### src/rtl/mult_div_unit.sv
// Iterative 32-bit multiply/divide unit with architectural HI/LO registers.
// One shift-add or restoring shift-subtract step per cycle; sign fix-up in a final cycle.
module mult_div_unit #(
    parameter int WIDTH = 32
) (
    input  logic             clk,
    input  logic             rst,
    input  logic             start,
    input  logic [1:0]       op,
    input  logic [WIDTH-1:0] operandA,
    input  logic [WIDTH-1:0] operandB,
    input  logic             writeHi,
    input  logic             writeLo,
    input  logic [WIDTH-1:0] writeData,
    output logic [WIDTH-1:0] hi,
    output logic [WIDTH-1:0] lo,
    output logic             busy,
    output logic             done,
    output logic             divByZero,
    output logic [1:0]       dbg_state
);
    localparam int CW = $clog2(WIDTH);

    typedef enum logic [1:0] {
        S_IDLE = 2'd0,
        S_RUN  = 2'd1,
        S_FIX  = 2'd2
    } state_t;

    state_t             r_state;
    state_t             w_next;
    logic [CW-1:0]      r_cnt;
    logic [2*WIDTH-1:0] r_acc;
    logic [WIDTH-1:0]   r_opnd;
    logic [WIDTH-1:0]   r_a_orig;
    logic [WIDTH-1:0]   r_hi;
    logic [WIDTH-1:0]   r_lo;
    logic               r_is_div;
    logic               r_neg_q;
    logic               r_neg_r;
    logic               r_bzero;
    logic               r_done;
    logic               r_dbz;

    logic               w_signed;
    logic               w_a_neg;
    logic               w_b_neg;
    logic [WIDTH-1:0]   w_mag_a;
    logic [WIDTH-1:0]   w_mag_b;
    logic [WIDTH:0]     w_mul_sum;
    logic [WIDTH:0]     w_div_up;
    logic [WIDTH:0]     w_div_diff;
    logic               w_div_ge;
    logic [WIDTH-1:0]   w_div_hi;
    logic [WIDTH-1:0]   w_div_lo;
    logic [2*WIDTH-1:0] w_prod;
    logic [WIDTH-1:0]   w_quo;
    logic [WIDTH-1:0]   w_rem;

    assign w_signed = ~op[0];
    assign w_a_neg  = w_signed & operandA[WIDTH-1];
    assign w_b_neg  = w_signed & operandB[WIDTH-1];
    assign w_mag_a  = w_a_neg ? -operandA : operandA;
    assign w_mag_b  = w_b_neg ? -operandB : operandB;

    // Multiply: accumulator holds {partial product, remaining multiplier bits}.
    assign w_mul_sum = {1'b0, r_acc[2*WIDTH-1:WIDTH]} + (r_acc[0] ? {1'b0, r_opnd} : '0);

    // Divide: the 33-bit window is the partial remainder after the left shift.
    assign w_div_up   = r_acc[2*WIDTH-1:WIDTH-1];
    assign w_div_diff = w_div_up - {1'b0, r_opnd};
    assign w_div_ge   = ~w_div_diff[WIDTH];
    assign w_div_hi   = w_div_ge ? w_div_diff[WIDTH-1:0] : w_div_up[WIDTH-1:0];
    assign w_div_lo   = {r_acc[WIDTH-2:0], w_div_ge};

    assign w_prod = r_neg_q ? -r_acc : r_acc;
    assign w_quo  = r_neg_q ? -r_acc[WIDTH-1:0] : r_acc[WIDTH-1:0];
    assign w_rem  = r_neg_r ? -r_acc[2*WIDTH-1:WIDTH] : r_acc[2*WIDTH-1:WIDTH];

    always_ff @(posedge clk or negedge rst) begin
        if (!rst) begin
            r_state <= S_IDLE;
        end else begin
            r_state <= w_next;
        end
    end

    always_comb begin
        w_next = r_state;
        case (r_state)
            S_IDLE:  if (start) w_next = S_RUN;
            S_RUN:   if (r_cnt == '0) w_next = S_FIX;
            S_FIX:   w_next = S_IDLE;
            default: w_next = S_IDLE;
        endcase
    end

    always_ff @(posedge clk or negedge rst) begin
        if (!rst) begin
            r_cnt    <= '0;
            r_acc    <= '0;
            r_opnd   <= '0;
            r_a_orig <= '0;
            r_hi     <= '0;
            r_lo     <= '0;
            r_is_div <= 1'b0;
            r_neg_q  <= 1'b0;
            r_neg_r  <= 1'b0;
            r_bzero  <= 1'b0;
            r_done   <= 1'b0;
            r_dbz    <= 1'b0;
        end else begin
            r_done <= 1'b0;
            r_dbz  <= 1'b0;
            case (r_state)
                S_IDLE: begin
                    if (writeHi) r_hi <= writeData;
                    if (writeLo) r_lo <= writeData;
                    if (start) begin
                        r_is_div <= op[1];
                        r_neg_q  <= w_a_neg ^ w_b_neg;
                        r_neg_r  <= w_a_neg;
                        r_bzero  <= (operandB == '0);
                        r_a_orig <= operandA;
                        r_opnd   <= op[1] ? w_mag_b : w_mag_a;
                        r_acc    <= {{WIDTH{1'b0}}, (op[1] ? w_mag_a : w_mag_b)};
                        r_cnt    <= CW'(WIDTH - 1);
                    end
                end
                S_RUN: begin
                    r_acc <= r_is_div ? {w_div_hi, w_div_lo} : {w_mul_sum, r_acc[WIDTH-1:1]};
                    if (r_cnt != '0) r_cnt <= r_cnt - CW'(1);
                end
                S_FIX: begin
                    // A zero divisor returns the dividend as originally presented, not its magnitude.
                    if (r_is_div && r_bzero) begin
                        r_hi <= r_a_orig;
                        r_lo <= '1;
                    end else if (r_is_div) begin
                        r_hi <= w_rem;
                        r_lo <= w_quo;
                    end else begin
                        r_hi <= w_prod[2*WIDTH-1:WIDTH];
                        r_lo <= w_prod[WIDTH-1:0];
                    end
                    r_done <= 1'b1;
                    r_dbz  <= r_is_div & r_bzero;
                end
                default: ;
            endcase
        end
    end

    assign hi        = r_hi;
    assign lo        = r_lo;
    assign busy      = (r_state != S_IDLE);
    assign done      = r_done;
    assign divByZero = r_dbz;
    assign dbg_state = r_state;

endmodule
### config.mk
export PLATFORM = sky130hd
export DESIGN_NAME = mult_div_unit
export DESIGN_NICKNAME = d
export VERILOG_FILES = /design/src/rtl/mult_div_unit.sv
export SDC_FILE = /design/constraint.sdc
export NUM_CORES = 1
export LEC_CHECK = 0
export CORE_ASPECT_RATIO = 0.8
export CORE_MARGIN = 10
export CORE_UTILIZATION = 30
export CTS_BUF_LIST = sky130_fd_sc_hd__clkbuf_8
export DETAILED_ROUTE_END_ITERATION = 6
export HOLD_SLACK_MARGIN = 0.02
export SETUP_SLACK_MARGIN = 0.15
export SLEW_MARGIN = 20
export SYNTH_ARGS = -nofsm -noshare
export SYNTH_HDL_FRONTEND = slang
export SYNTH_SLANG_ARGS = --single-unit
### constraint.sdc
create_clock -name clk -period 11.1 [get_ports clk]
set_clock_uncertainty 0.2 [all_clocks]
set_input_delay 1.11 -clock clk [delete_from_list [all_inputs] [get_ports clk]]
set_output_delay 1.11 -clock clk [all_outputs]
set_load 0.01 [all_outputs]
Word-level counts from Yosys, hierarchy flattened

Index checks and enable logic that the tools add are counted.

Word-level logic and storage cells: 76
Flip-flop bits (word level): 205
Output and inout bits: 69
Memory bits (read-only): 0
Memory bits (writable): 0
Latch bits: 0
Memories: 0

Magnitude comparators: 0
Divide/modulo/power cells: 0
Add/subtract/negate cells: 8
Multiply operators: 0
Shift-type cells: 0
Muxes and demuxes: 28
Reduce and logical (&&, ||, !) cells: 14
Bitwise gates (word level): 6
Equality and inequality tests: 7

Operators by type and width:

| operator                                                               | number |
|---|---|
| 32-bit 2-to-1 mux                                                      | 14 |
| 64-bit 2-to-1 mux                                                      | 3 |
| 32-bit negation                                                        | 4 |
| 32-bit one-hot mux with 2 select lines                                 | 2 |
| 64-bit one-hot mux with 2 select lines                                 | 1 |
| 64-bit negation                                                        | 1 |
| 32-bit by 32-bit adder with 33-bit output                              | 1 |
| 33-bit by 32-bit subtractor with 33-bit output                         | 1 |
| 32-bit logical NOT                                                     | 1 |
| 5-bit 2-to-1 mux                                                       | 2 |
| 2-bit != test (second input constant)                                  | 5 |
| 5-bit one-hot mux with 2 select lines                                  | 1 |
| 2-bit AND reduction                                                    | 5 |
| 2-bit nonzero test                                                     | 3 |
| 5-bit logical NOT                                                      | 1 |
| 5-bit nonzero test                                                     | 1 |
| 5-bit by 1-bit subtractor with 5-bit output (second input constant)    | 1 |
| 2-bit 2-to-1 mux                                                       | 2 |
| 2-bit one-hot mux with 2 select lines                                  | 1 |
| 1-bit AND                                                              | 3 |
| 3-bit AND reduction                                                    | 1 |
| 2-bit by 1-bit equality test with 1-bit output (second input constant) | 1 |
| 2-bit equality test (second input constant)                            | 1 |
| 2-bit logical NOT                                                      | 1 |
| 4 further kinds                                                        | 6 |

Depth between registers and ports, before layout

Depth in word-level cells: 6
Depth in mapped cells: 15

Worst setup path after synthesis

No wires, ideal clock.

Kind: register to register
From: register r_acc[0]
To: register r_acc[62]
Path slack: 7.586 ns
Setup time: 0.126 ns
Stages on the path, launching flop included: 15
Arrival time: 3.187 ns
Data required time: 10.774 ns
Cell sequence: dfrtp_1 -> clkbuf_1 -> inv_1 -> clkbuf_1 -> nor2_1 -> ha_1 -> or2_2 -> and2_1 -> a2111oi_0 -> a21oi_1 -> a41oi_1 -> nor4bb_1 -> nor4_1 -> nor3_1 -> a311o_1

Cells in the longest elaborated chain, start to end: 4

Ends and longest elaborated chain:

| item                                      | line | source |
|---|---|---|
| start: declaration                        | 33   | `logic [2*WIDTH-1:0] r_acc;` |
| start signal: assignment                  | 126  | `r_acc <= {{WIDTH{1'b0}}, (op[1] ? w_mag_a : w_mag_b)};` |
| start signal: assignment                  | 131  | `r_acc <= r_is_div ? {w_div_hi, w_div_lo} : {w_mul_sum, r_acc[WIDTH-1:1]};` |
| 32-bit 2-to-1 mux                         | 67   | `assign w_mul_sum = {1'b0, r_acc[2*WIDTH-1:WIDTH]} + (r_acc[0] ? {1'b0, r_opnd} : '0);` |
| 32-bit by 32-bit adder with 33-bit output | 67   |  |
| 64-bit 2-to-1 mux                         | 131  |  |
| 64-bit one-hot mux with 2 select lines    | 115  | `case (r_state)` |

Every way passes these cells.
A chain may end at the register's enable or synchronous reset.

Worst setup path after layout

From: register r_acc[0]
To: register r_acc[61]

Same word-level chain as after synthesis.

==> qor.txt <==
result of the run -> completed
number of synthesized register bits -> 205
Slew Limit Fails -> 0
end of the worst register-to-register path -> r_acc[61]
instance count of the mapped netlist -> 2,078
setup fix buffers added after clock tree synthesis -> 0
core box area -> 0.05401 mm²
slew margin rel. -> 0.2939
final cell area excluding filler cells -> 0.01951 mm²
share of post-route cells with drive strength above 1 -> 0.05009
Placer Congestion -> 0.9798
number of H-tree levels -> 2
hold buffers post-CTS -> 0
measured slew at the worst slew-check pin -> 1.057 ns
setup TNS after final layout -> 0 ns
HPWL after DPL -> 53.99 mm
number of gates resized after CTS -> 0
Worst Setup End Kind -> flop
die width -> 281.8 µm
number of standard cells in the final layout excluding fillers -> 2,898
Clock Root Buffer -> sky130_fd_sc_hd__clkbuf_8
number of placed cells counting well taps -> 2,835
fmax -> 0.2178 GHz
largest buffer count on any clock path -> 3
number of warnings printed during yosys synthesis -> 0
clock tree sinks -> 205
required time reported for the critical path endpoint -> 11.38 ns
number of distinct library cell variants in the gate-level netlist after synthesis -> 81
worst path arrival time -> 4.87 ns
routed wire length -> 70.39 mm
clock latency at the later pin of the worst-skew pair -> 0.59 ns
antenna cells -> 0
Post-Synthesis Cell Area -> 0.01645 mm²
class of the tightest hold or removal check -> flop to flop
number of rows in the core area -> 76
fin worst setup slack -> 6.509 ns
number of nets in the synthesized netlist -> 2,253
vias in the first global route -> 15,670
final setup violating endpoints -> 0
setup repair after global routing missed its margin -> false
routed via count -> 16,910
largest fanout on the critical path -> 30
number of antenna violations at the first check in global routing -> 3
most frequent cells in the layout -> 288 x sky130_fd_sc_hd__nand2_1, 204 x sky130_fd_sc_hd__dfrtp_1, 195 x sky130_fd_sc_hd__o21ai_0
MaxCap Viol Count -> 0
starting density of the core -> 0.3045
Power Total -> 6.928 mW
total power per unit cell area -> 355.2 mW/mm²
number of cells traversed by the worst register-to-register path -> 13
sequential-to-total area share from yosys stat -> 0.3119
total congestion overflow -> 0
Chip Height -> 229.4 µm
final routed DRC violation total -> 0
number of optimization iterations in the first detailed-route pass -> 7
overall fraction of global-route tracks in use -> 0.2085
final critical-path share of the clock period -> 0.4136
maximum number of pins on one net before global-route repair -> 87
DR iter-0 viols -> 2,428
Antenna Violating Nets Remaining -> 0
Final Critical Period -> 4.591 ns
most frequent standard cell in the layout excluding fill and tap cells -> sky130_fd_sc_hd__nand2_1
clock tree from TritonCTS -> built
first-pass GRT wire length -> 103.8 mm
worst setup slack before clock tree synthesis -> 6.696 ns
startpoint of the worst register-to-register path -> r_acc[0]
leakage power summed over all cells -> 8.217 nW
register-to-register setup slack -> 6.51 ns
number of buffers inserted during clock tree synthesis -> 38
layout-stage area growth over the synthesis result -> 18.59%
Main synth FF type -> sky130_fd_sc_hd__dfrtp_1
area of the die -> 0.06465 mm²
Post-synth EDFFs -> 0
I/O Pins -> 172
crit path from -> r_acc[0]
crit start category -> flop
Async S/R FF share, synth -> 1.000
maximum vdd ir drop -> 0.1750 mV
Post-Place Cell Area -> 0.01873 mm²
average vias per placed instance -> 5.835
worst slack on hold paths -> 0.2812 ns
routed wire length per instance -> 24.29 µm
clock slew seen by the registers of the worst setup and hold paths -> 0.07 ns
average cell area after synthesis -> 7.915 µm²
final core area utilization -> 0.3611
nets -> 2,348
Worst Setup EP -> r_acc[61]
final-report hold violation count -> 0
number of port buffers -> 171
critical path type -> flop to flop
## Yosys cell counts, types with 7 or more instances
cell type,n,area share
sky130_fd_sc_hd__nand2b_1,19,0.0072
sky130_fd_sc_hd__and3_1,12,0.0046
sky130_fd_sc_hd__nand4_1,15,0.0057
sky130_fd_sc_hd__a22o_1,7,0.0037
sky130_fd_sc_hd__a21oi_1,156,0.047
sky130_fd_sc_hd__nor4_1,15,0.0057
sky130_fd_sc_hd__nor3_1,38,0.012
sky130_fd_sc_hd__nand3_1,30,0.0091
sky130_fd_sc_hd__o21ai_0,195,0.059
sky130_fd_sc_hd__and2_1,14,0.0053
sky130_fd_sc_hd__a222oi_1,17,0.010
sky130_fd_sc_hd__a41oi_1,9,0.0048
sky130_fd_sc_hd__xnor2_1,110,0.059
sky130_fd_sc_hd__nand2_1,290,0.066
sky130_fd_sc_hd__o31ai_1,17,0.0078
sky130_fd_sc_hd__a31oi_1,23,0.0087
sky130_fd_sc_hd__o211ai_1,20,0.0091
sky130_fd_sc_hd__and4_1,7,0.0037
sky130_fd_sc_hd__xor2_1,64,0.034
sky130_fd_sc_hd__dfrtp_1,205,0.31
sky130_fd_sc_hd__nor2_1,182,0.042
sky130_fd_sc_hd__clkbuf_1,107,0.024
sky130_fd_sc_hd__mux2i_1,71,0.043
sky130_fd_sc_hd__ha_1,70,0.053
sky130_fd_sc_hd__a22oi_1,26,0.012
sky130_fd_sc_hd__a21o_1,39,0.018
sky130_fd_sc_hd__buf_1,22,0.0050
sky130_fd_sc_hd__a211oi_1,46,0.021
sky130_fd_sc_hd__o41ai_1,7,0.0037
sky130_fd_sc_hd__inv_1,65,0.015
sky130_fd_sc_hd__o21a_1,7,0.0032
sky130_fd_sc_hd__nor2b_1,14,0.0053
sky130_fd_sc_hd__o22ai_1,35,0.013
sky130_fd_sc_hd__or3_1,15,0.0057
## state kept, by name, indices dropped and copies added, names as in the netlist, 2 cells and up
| name | cells |
|---|---|
| r_acc | 64 |
| hi | 32 |
| lo | 32 |
| r_a_orig | 32 |
| r_opnd | 32 |
| r_cnt | 5 |
| dbg_state | 2 |
## area by class of cell
class / instances / area [µm²]
timing repair buffer: 188 / 1851
fill: 5601 / 34510
sequential: 205 / 5131
clock buffer: 47 / 646.9
clock inverter: 16 / 126.4
inverter: 67 / 251.5
multi-input combinational: 1673 / 10620
tap: 702 / 878.3
## how the worst min path moves through the flow
stage / slack, ns / end / cells past startpoint / start
floorplan: 0.24 / r_a_orig[14] / 2 / r_a_orig[14]
global placement: 0.26 / r_a_orig[9] / 2 / r_a_orig[9]
detailed placement: 0.27 / r_a_orig[31] / 2 / r_a_orig[31]
CTS: 0.28 / r_a_orig[7] / 2 / r_a_orig[7]
global route: 0.30 / r_a_orig[13] / 2 / r_a_orig[13]
finish: 0.28 / r_a_orig[7] / 2 / r_a_orig[7]
## metal layers
layer  track usage  up-vias  wire [µm]
met5             0        -          9
met1        0.3184     8266      33510
met4       0.04857        2       1433
li1              -     7717          -
met3       0.05050       88       7439
met2        0.2839      836      28000
## worst max-delay path, stage by stage (launching register included)
cell	delay (ns)
sky130_fd_sc_hd__dfrtp_1	0.51
sky130_fd_sc_hd__inv_1	0.13
sky130_fd_sc_hd__buf_4	0.36
sky130_fd_sc_hd__nor2_1	0.11
sky130_fd_sc_hd__ha_1	0.41
sky130_fd_sc_hd__and2_1	0.25
sky130_fd_sc_hd__nand3_1	0.10
sky130_fd_sc_hd__a21oi_1	0.24
sky130_fd_sc_hd__o21ai_1	0.25
sky130_fd_sc_hd__o311ai_0	0.74
sky130_fd_sc_hd__nand2_1	0.28
sky130_fd_sc_hd__o41ai_1	0.53
sky130_fd_sc_hd__mux2i_1	0.16
sky130_fd_sc_hd__a211oi_1	0.23
## cell families after synthesis
logic type               after synthesis  share of synthesized area
AO/OA/AOI/OAI                        669                     0.2578
XOR/XNOR                             174                    0.09265
adder cells (fa/ha/maj)               72                    0.05568
buffers and inverters                200                    0.04633
flip-flops                           205                     0.3119
multiplexers                          76                    0.04663
AND/OR/NAND/NOR                      682                     0.1890
## power breakdown
group	leakage, nW	switching [mW]	internal (mW)
clock network	0.435	0.364	0.428
registers	2.48	0.577	1.12
logic	5.30	2.65	1.80
Power figures use the tool's default switching activity.
